[config.mk]
export PLATFORM = sky130hd
export DESIGN_NAME = execute_stage
export DESIGN_NICKNAME = d
export VERILOG_FILES = /design/src/rtl/exec_pkg.sv /design/src/rtl/exec_alu.sv /design/src/rtl/execute_stage.sv
export SDC_FILE = /design/constraint.sdc
export NUM_CORES = 1
export LEC_CHECK = 0
export ABC_CLOCK_PERIOD_IN_PS = 3600
export CAP_MARGIN = 20
export CORE_MARGIN = 2
export CORE_UTILIZATION = 51
export DETAILED_ROUTE_END_ITERATION = 7
export PLACE_DENSITY = 0.73
export SYNTH_ARGS = -nofsm -noshare
export SYNTH_HDL_FRONTEND = slang
export SYNTH_SLANG_ARGS = --single-unit
[constraint.sdc]
create_clock -name clk -period 3.6 [get_ports clk]
set_input_delay 0.72 -clock clk [delete_from_list [all_inputs] [get_ports clk]]
set_output_delay 0.72 -clock clk [all_outputs]
set_load 0.05 [all_outputs]
[src/rtl/exec_pkg.sv]
// Shared opcode, state and flag definitions for the execute stage.
package exec_pkg;

    localparam logic [3:0] OP_ADD = 4'd0;
    localparam logic [3:0] OP_SUB = 4'd1;
    localparam logic [3:0] OP_AND = 4'd2;
    localparam logic [3:0] OP_OR  = 4'd3;
    localparam logic [3:0] OP_XOR = 4'd4;
    localparam logic [3:0] OP_NOT = 4'd5;
    localparam logic [3:0] OP_SHL = 4'd6;
    localparam logic [3:0] OP_SHR = 4'd7;
    localparam logic [3:0] OP_MOV = 4'd8;
    localparam logic [3:0] OP_CMP = 4'd9;
    localparam logic [3:0] OP_MUL = 4'd10;
    localparam logic [3:0] OP_NOP = 4'd11;

    typedef enum logic {
        ST_IDLE = 1'b0,
        ST_MUL  = 1'b1
    } state_t;

    localparam int FLAG_N = 3;
    localparam int FLAG_Z = 2;
    localparam int FLAG_C = 1;
    localparam int FLAG_V = 0;

endpackage

[src/rtl/exec_alu.sv]
// Combinational ALU for all single-cycle opcodes.
module exec_alu
    import exec_pkg::*;
#(
    parameter int DATA_W = 8
) (
    input  logic [3:0]        op,
    input  logic [DATA_W-1:0] a,
    input  logic [DATA_W-1:0] b,
    output logic [DATA_W-1:0] result,
    output logic              c,
    output logic              v
);

    logic [DATA_W:0] sum;
    logic [DATA_W:0] diff;

    assign sum  = {1'b0, a} + {1'b0, b};
    assign diff = {1'b0, a} - {1'b0, b};

    always_comb begin
        result = '0;
        c      = 1'b0;
        v      = 1'b0;
        case (op)
            OP_ADD: begin
                result = sum[DATA_W-1:0];
                c      = sum[DATA_W];
                v      = (a[DATA_W-1] == b[DATA_W-1]) &&
                         (result[DATA_W-1] != a[DATA_W-1]);
            end
            OP_SUB, OP_CMP: begin
                // diff msb is the borrow: set exactly when a < b unsigned
                result = diff[DATA_W-1:0];
                c      = diff[DATA_W];
                v      = (a[DATA_W-1] != b[DATA_W-1]) &&
                         (result[DATA_W-1] != a[DATA_W-1]);
            end
            OP_AND: result = a & b;
            OP_OR:  result = a | b;
            OP_XOR: result = a ^ b;
            OP_NOT: result = ~a;
            OP_SHL: begin
                result = {a[DATA_W-2:0], 1'b0};
                c      = a[DATA_W-1];
            end
            OP_SHR: begin
                result = {1'b0, a[DATA_W-1:1]};
                c      = a[0];
            end
            OP_MOV: result = b;
            default: ;
        endcase
    end

endmodule

[src/rtl/execute_stage.sv]
// Execute stage: single-cycle ALU ops, shift-add MUL, flag register,
// and the registered write-back triple for the register file.
module execute_stage
    import exec_pkg::*;
#(
    parameter int DATA_W     = 8,
    parameter int ADDR_W     = 8,
    parameter int MUL_CYCLES = 8
) (
    input  logic              clk,
    input  logic              rst_n,
    input  logic              in_valid,
    output logic              in_ready,
    input  logic [3:0]        op,
    input  logic [DATA_W-1:0] rd1,
    input  logic [DATA_W-1:0] rd2,
    input  logic [DATA_W-1:0] imm,
    input  logic              use_imm,
    input  logic [ADDR_W-1:0] dest,
    output logic [ADDR_W-1:0] A3,
    output logic [DATA_W-1:0] WriteData,
    output logic              regWriteEnable,
    output logic [3:0]        flags,
    output logic              busy
);

    localparam int CNT_W = $clog2(MUL_CYCLES) + 1;
    localparam int PW    = 2 * DATA_W;

    state_t              state_q;
    state_t              state_d;
    logic [CNT_W-1:0]    cnt_q;
    logic [PW-1:0]       ma_q;
    logic [DATA_W-1:0]   mb_q;
    logic [PW-1:0]       acc_q;
    logic [PW-1:0]       acc_nxt;
    logic [ADDR_W-1:0]   dst_q;
    logic [DATA_W-1:0]   opb;
    logic [DATA_W-1:0]   res;
    logic                alu_c;
    logic                alu_v;
    logic                accept;
    logic                last;

    assign opb      = use_imm ? imm : rd2;
    assign in_ready = (state_q != ST_MUL);
    assign busy     = (state_q == ST_MUL);
    assign accept   = in_valid && in_ready;
    assign last     = (state_q == ST_MUL) &&
                      (cnt_q == CNT_W'(MUL_CYCLES - 1));
    assign acc_nxt  = acc_q + (mb_q[0] ? ma_q : '0);

    exec_alu #(.DATA_W(DATA_W)) u_alu (
        .op     (op),
        .a      (rd1),
        .b      (opb),
        .result (res),
        .c      (alu_c),
        .v      (alu_v)
    );

    always_comb begin
        state_d = state_q;
        case (state_q)
            ST_IDLE: if (accept && op == OP_MUL) state_d = ST_MUL;
            ST_MUL:  if (last) state_d = ST_IDLE;
            default: state_d = ST_IDLE;
        endcase
    end

    always_ff @(posedge clk or negedge rst_n) begin
        if (!rst_n) begin
            state_q        <= ST_IDLE;
            cnt_q          <= '0;
            ma_q           <= '0;
            mb_q           <= '0;
            acc_q          <= '0;
            dst_q          <= '0;
            A3             <= '0;
            WriteData      <= '0;
            regWriteEnable <= 1'b0;
            flags          <= '0;
        end else begin
            state_q        <= state_d;
            regWriteEnable <= 1'b0;
            if (state_q == ST_IDLE) begin
                if (accept && op == OP_MUL) begin
                    ma_q  <= {{DATA_W{1'b0}}, rd1};
                    mb_q  <= opb;
                    acc_q <= '0;
                    cnt_q <= '0;
                    dst_q <= dest;
                end else if (accept && op <= OP_CMP) begin
                    flags[FLAG_N] <= res[DATA_W-1];
                    flags[FLAG_Z] <= (res == '0);
                    flags[FLAG_C] <= alu_c;
                    flags[FLAG_V] <= alu_v;
                    if (op != OP_CMP) begin
                        A3             <= dest;
                        WriteData      <= res;
                        regWriteEnable <= 1'b1;
                    end
                end
            end else begin
                acc_q <= acc_nxt;
                ma_q  <= ma_q << 1;
                mb_q  <= mb_q >> 1;
                cnt_q <= cnt_q + 1'b1;
                if (last) begin
                    A3             <= dst_q;
                    WriteData      <= acc_nxt[DATA_W-1:0];
                    regWriteEnable <= 1'b1;
                    flags[FLAG_N]  <= acc_nxt[DATA_W-1];
                    flags[FLAG_Z]  <= (acc_nxt[DATA_W-1:0] == '0);
                    flags[FLAG_C]  <= |acc_nxt[PW-1:DATA_W];
                    flags[FLAG_V]  <= 1'b0;
                end
            end
        end
    end

endmodule

==> flow_metrics.py <==
metrics = {
    "outcome": {
        "status": "completed",
    },
    "final_layout": {
        "finalNetCount": 856,
        "post-route-util_pct": 64.2,
        "diodes": 0,
        "layout-drive-gt1-share_pct": 14.4,
        "finalNonFillerCells": 917,
        "area_delta_synth_final_pct": 22.8,
        "final_area_mm2": 0.00696,
    },
    "grt": {
        "grt_util_all_layers_pct": 28.5,
        "grt_antenna_before_repair": 0,
        "grt_overflow": 0,
        "grt_max_degree": 76,
        "grt_pass1_vias": 5164,
        "grt_pass1_wl_um": 26200,
    },
    "synthesis": {
        "synth_ff_type": "dfrtp_1",
        "yosysTopAreaCellShare_pct": 32.7,
        "synth.most_common_cell": "nand2_1",
        "ys_seq_area_share_pct": 32.7,
        "synthTopCellsByCount": "103 x nand2_1, 75 x o21ai_0, 74 x dfrtp_1, 41 x ha_1, 41 x nor2_1",
        "synth_area_leaders": "dfrtp_1 33%, ha_1 9.1%, nand2_1 6.8%, o21ai_0 6.6%, mux2i_1 4.2%",
        "syn_avg_cell_area_um2": 8.39,
        "synthArstFlopShare_pct": 100,
        "ys_types": 71,
        "syn_area_mm2": 0.00566,
        "synth-warning-count": 0,
        "ys_ff_latch": 74,
        "syn_nets": 759,
        "synth_cells": 675,
        "synth.largest_area_cell": "dfrtp_1",
        "synth_edf_count": 0,
    },
    "floorplan": {
        "io-pin-count": 63,
        "core_area_mm2": 0.0108,
        "start_util_pct": 52.2,
        "rows": 38,
        "design.die.area_mm2": 0.0120,
        "die_height_um": 109,
        "die_w_um": 109,
    },
    "timing": {
        "drv_slew": 0,
        "tightest_slew_ns": 0.925,
        "timing.final.hold_violations": 0,
        "timing.setup.tns_ns": 0,
        "hold_slack_ns": 0.477,
        "period_share_pct": 94.4,
        "rsz0062_at_grt": "false",
        "max_freq_mhz": 294,
        "clock_skew_ns": 0.0101,
        "slew_headroom_pct": 38.3,
        "setup_viol_count_final": 0,
        "fin_crit_ns": 3.40,
    },
    "placed_design": {
        "port-buffer-count": 62,
        "dp_hpwl_um": 12400,
        "place_inst": 901,
        "place_area_mm2": 0.00676,
        "gp_congestion": 0.978,
    },
    "detailed_routing": {
        "drt-vias-per-instance": 5.86,
        "first_pass_iters": 6,
        "drcViolationCount": 0,
        "antenna_left": 0,
        "wl_per_cell_um": 17.7,
        "vias": 5376,
        "routed_wirelength_um": 16300,
        "drt_iter0_drc": 500,
    },
    "run": {
        "maxCapViolations": 0,
    },
    "clocking": {
        "cts-root-buf": "clkbuf_8",
        "clk_pin_slew_ns": 0.08,
        "cts_hold_buf": 0,
        "clk-insertion-delay-late_ns": 0.36,
        "htree_levels": 3,
        "cts_buffers": 9,
        "clk_path_buf_depth": 2,
        "cts_tree": "done",
        "clock_sinks": 74,
    },
    "setup_path": {
        "critPathMaxFanout": 6,
        "critical_path_required_ns": 3.84,
        "cp.arrival_ns": 3.64,
        "start_kind": "register",
        "worst-setup-path-type": "reg -> reg",
        "endpoint_kind": "register",
    },
    "power": {
        "peakVddDrop_mv": 0.545,
        "p_per_area_mw_per_mm2": 598,
        "leakage_nw": 3.19,
    },
    "worst_hold_path": {
        "hp-class": "in -> async",
    },
}
==> path summary, 6_finish.rpt <==
kind / cells after the start / from / slack (ns) / end
max in group asynchronous: 1 / rst_n / 2.45 / busy
hold reg to reg: 2 / A3[3] / 0.50 / A3[3]
setup reg to reg: 11 / mb_q[0] / 0.20 / flags[1]
min in group clk: 2 / A3[3] / 0.50 / A3[3]
hold / removal: 1 / rst_n / 0.48 / mb_q[5]
setup / recovery: 11 / mb_q[0] / 0.20 / flags[1]
==> per-stage QoR <==
step	power, mW	setup WS, ns
final	4.16	0.202
after global routing	4.44	0.0335
after CTS	4.17	0.169
after detailed placement	3.55	-0.214
after global placement	3.49	-0.199
after floorplan	2.82	0.494
==> cell usage in the layout, fill, tap and decap left out, types with 7 or more instances in the layout <==
master / Yosys / layout
nand2_1: 103 / 103
mux2i_1: 24 / 23
buf_4: 1 / 61
a31o_2: 7 / 7
inv_1: 27 / 27
clkdlybuf4s50_1: 0 / 60
nor3_1: 9 / 9
xnor2_1: 14 / 14
dfrtp_1: 74 / 73
mux2_2: 11 / 11
o21ai_0: 75 / 75
and3_1: 7 / 7
ha_1: 41 / 41
nand3_1: 16 / 16
a21oi_1: 40 / 40
and2_1: 17 / 17
nor2_1: 41 / 41
clkbuf_8: 0 / 10
==> report_power, final <==
group | switching (mW) | leakage, nW | internal (mW)
Clock | 0.330 | 0.0782 | 0.271
Combinational | 1.33 | 2.14 | 0.847
Sequential | 0.239 | 0.971 | 1.14
==> per-layer routing <==
metal  vias up  routed length [um]  share of wire [%]  track usage [%]
met4         0                 355                2.2             8.86
met1      2588                7810                 48             39.9
li1       2605                   -                  -                -
met2       156                7270                 45             44.5
met3        27                 831                5.1             5.33
met5         -                   0                  0                0
==> logic make-up (layout without fill, tap and decap cells) <==
| logic type | Yosys count | in the layout | share of synthesized area [%] |
|---|---|---|---|
| XOR/XNOR | 20 | 20 | 3.09 |
| adder cells (fa/ha/maj) | 44 | 44 | 10.1 |
| flip-flops | 74 | 74 | 32.7 |
| buffers and inverters | 67 | 169 | 5.06 |
| AO/OA/AOI/OAI | 200 | 200 | 22.5 |
| multiplexers | 37 | 37 | 7.07 |
| AND/OR/NAND/NOR | 233 | 233 | 19.4 |
==> flip-flops by register name (all words and copies together) (netlist names) <==
register,count
acc_q,16
A3,8
cnt_q,4
dst_q,8
ma_q,16
busy,1
flags,4
mb_q,8
WriteData,8
regWriteEnable,1
==> layout make-up <==
cell class                      count  area, um2
Timing Repair Buffer              124       1100
Clock inverter                      5       38.8
Multi-Input combinational cell    534       3540
Inverter                           29        109
Clock buffer                       11        141
Fill cell                         923       3880
Sequential cell                    74       1850
Tap cell                          140        175
==> critical path, cell delays in order (launching register included) <==
cell and delay [ns]:
dfrtp_1 0.44, and2_1 0.18, ha_1 0.22, fa_1 0.42, a21o_1 0.21, a221oi_2 0.35
o21ai_0 0.17, xnor2_1 0.17, or4b_1 0.55, nor4_2 0.35, buf_4 0.18, a21oi_1 0.05
==> what timing repair did <==
action / 4_1_cts / 5_1_grt
setup buffers: 0 / 0
setup endpoints to repair: 0 / 3
gates resized for setup: 0 / 6
(Power assumes the default switching activity.)
==> edit (same settings) <==
Register the output `flags` once more, with the module's reset; this adds one clock of latency there. The other outputs are not delayed to match.
--- a/src/rtl/execute_stage.sv
+++ b/src/rtl/execute_stage.sv
@@ -26,6 +26,8 @@
 
     localparam int CNT_W = $clog2(MUL_CYCLES) + 1;
     localparam int PW    = 2 * DATA_W;
+
+    logic [3:0] flags_s0;
 
     state_t              state_q;
     state_t              state_d;
@@ -79,7 +81,7 @@
             A3             <= '0;
             WriteData      <= '0;
             regWriteEnable <= 1'b0;
-            flags          <= '0;
+            flags_s0       <= '0;
         end else begin
             state_q        <= state_d;
             regWriteEnable <= 1'b0;
@@ -91,10 +93,10 @@
                     cnt_q <= '0;
                     dst_q <= dest;
                 end else if (accept && op <= OP_CMP) begin
-                    flags[FLAG_N] <= res[DATA_W-1];
-                    flags[FLAG_Z] <= (res == '0);
-                    flags[FLAG_C] <= alu_c;
-                    flags[FLAG_V] <= alu_v;
+                    flags_s0[FLAG_N] <= res[DATA_W-1];
+                    flags_s0[FLAG_Z] <= (res == '0);
+                    flags_s0[FLAG_C] <= alu_c;
+                    flags_s0[FLAG_V] <= alu_v;
                     if (op != OP_CMP) begin
                         A3             <= dest;
                         WriteData      <= res;
@@ -110,14 +112,22 @@
                     A3             <= dst_q;
                     WriteData      <= acc_nxt[DATA_W-1:0];
                     regWriteEnable <= 1'b1;
-                    flags[FLAG_N]  <= acc_nxt[DATA_W-1];
-                    flags[FLAG_Z]  <= (acc_nxt[DATA_W-1:0] == '0);
-                    flags[FLAG_C]  <= |acc_nxt[PW-1:DATA_W];
-                    flags[FLAG_V]  <= 1'b0;
+                    flags_s0[FLAG_N]  <= acc_nxt[DATA_W-1];
+                    flags_s0[FLAG_Z]  <= (acc_nxt[DATA_W-1:0] == '0);
+                    flags_s0[FLAG_C]  <= |acc_nxt[PW-1:DATA_W];
+                    flags_s0[FLAG_V]  <= 1'b0;
                 end
             end
         end
     end
 
+    always_ff @(posedge clk or negedge rst_n) begin
+        if (!rst_n) begin
+            flags <= '0;
+        end else begin
+            flags <= flags_s0;
+        end
+    end
+
 endmodule
 
Function: changed (a bounded check fails within 4 cycles, from zero or initial values and one cycle with rst_n low).
==> edit against the unedited design <==
Wire length increased by 3.0%; design area is 4.0% higher; non-clock buffer count up 7; cell count fell by 1.1%; core utilization grew 2.0 points; area after synthesis increased by 1.7%; clock skew decreased by 0.0033 ns; critical path type is now input port to flip-flop; sequential share of layout area grew 0.35 points; worst setup slack worse by 0.092 ns; critical endpoint is now flags_s0[1]; sequential cell count grew 4; total power is 6.7% higher.
==> edit: results (changes against the unedited design) <==
* Crit path arrival time at 3.71 ns (was 3.64 ns)
* Top cells by area, synth: dfrtp_1, ha_1, nand2_1, o21ai_0, mux2i_1 (unchanged)
* DRT Wirelength at 16800 microns (was 16300 microns)
* Nets at 846 (was 856)
* Clock Pin Slew Worst Setup and Hold Paths at 0.06 ns (was 0.08 ns)
* Hold crit path type: flip-flop to flip-flop (was input port to asynchronous set/reset pin)
* DP Area at 6910 sq um (was 6760 sq um)
* Worst Clk Skew at 0.00678 ns (was 0.0101 ns)
* Yosys synthesis warning count at 0 (unchanged)
* Layout cell share with drive strength beyond 1 at 0.172 (was 0.144)
* Placed cells at 891 (was 901)
* Vias in the first global route at 5243 (was 5164)
* Slew Limit Headroom at 0.292 (was 0.383)
* First-pass iteration count of the detailed router at 5 (was 6)
* GPL Wtd Cong at 0.957 (was 0.978)
* Antenna violations before repair at 0 (unchanged)
* LEAKAGE at 3.32 nW (was 3.19 nW)
* Asr flop ratio synth at 1.00 (unchanged)
* Clock buffer depth at 2 (unchanged)
* Yosys cell types at 82 (was 71)
* Mapped Cells at 657 (was 675)
* Worst Hold Slack at 0.395 ns (was 0.477 ns)
* Status: finished clean (unchanged)
* Largest net degree at the start of global routing at 79 (was 76)
* Final Cell Area at 7240 sq um (was 6960 sq um)
* Slack of the critical path at 0.109 ns (was 0.202 ns)
* Worst-path maximum fanout at 3 (was 6)
* Filler Cells Inserted at 883 (was 923)
* First-pass GRT wire length at 26300 microns (was 26200 microns)
* Max VDD drop at 0.000673 V (was 0.000545 V)
* R2r setup slk at 0.56 ns (was 0.20 ns)
* Initial DRC Count at 446 (was 500)
* GRT Total Usage at 0.285 (about the same)
* Root Driver: clkbuf_16 (was clkbuf_8)
* Seq/Total Area, Yosys at 0.339 (was 0.327)
* Syn Nets at 741 (was 759)
* Final Non-Filler Cells at 907 (was 917)
* Vias after detailed routing at 5407 (was 5376)
* Post-DP HPWL at 12500 microns (was 12400 microns)
* Fin Setup TNS at 0 ns (unchanged)
* Pre-CTS setup slack at -0.287 ns (was -0.214 ns)
* Most frequent cells after synthesis: nand2_1, dfrtp_1, o21ai_0 (was nand2_1, o21ai_0, dfrtp_1)
* Clock Latency Late Sink at 0.34 ns (was 0.36 ns)
[edit: cell type report]
cell class,instances,area share
Multi-Input combinational cell,510,0.492
Clock inverter,5,0.00813
Tap cell,140,0.0242
Clock buffer,11,0.0322
Sequential cell,78,0.270
Inverter,32,0.0166
Timing Repair Buffer,131,0.157
[edit: worst max-delay path: stages]
cell	delay, ns
clkdlybuf4s50_1	0.52
mux2i_1	0.25
inv_1	0.09
ha_1	0.22
fa_2	0.38
o21bai_2	0.19
a21oi_2	0.10
o31ai_4	0.20
a2111oi_0	0.15
or4_1	0.52
a221oi_2	0.26
a21oi_1	0.10
[edit: what timing repair did]
| action | CTS | global route |
|---|---|---|
| hold buffers | 0 | 0 |
| setup endpoints to repair | 0 | 3 |
| resized for setup | 0 | 9 |
[edit: power breakdown]
part | switching (mW) | internal, mW | total, mW
Clock | 0.376 | 0.539 | 0.915
Sequential | 0.211 | 1.19 | 1.40
Combinational | 1.32 | 0.804 | 2.13
Total | 1.91 | 2.53 | 4.44
[edit: kinds of logic (layout without fill, tap and decap cells)]
logic type,count (synthesis),in the layout,share of synthesized area
buf+inv,69,179,0.0493
flops,78,78,0.339
simple gates,212,212,0.175
compound gates,202,202,0.241
xor+xnor,19,19,0.0289
mux,33,33,0.0669
fa+ha+maj,44,44,0.0995
[edit: per-layer routing]
metal / share of wire / wire length [microns] / GRT usage / vias up
met4: 0.023 / 393 / 0.0955 / 0
met2: 0.46 / 7630 / 0.441 / 179
li1: - / - / - / 2578
met5: 0 / 0 / 0 / -
met1: 0.46 / 7790 / 0.407 / 2618
met3: 0.056 / 943 / 0.0464 / 32
[edit: final timing paths]
check                       startpoint          end  cells after the start
setup / recovery               use_imm  flags_s0[1]                     12
hold / removal             flags_s0[3]     flags[3]                      0
setup reg to reg               mb_q[0]  flags_s0[1]                      9
hold reg to reg            flags_s0[3]     flags[3]                      0
max in group asynchronous        rst_n         busy                      1
min in group asynchronous        rst_n      mb_q[3]                      1
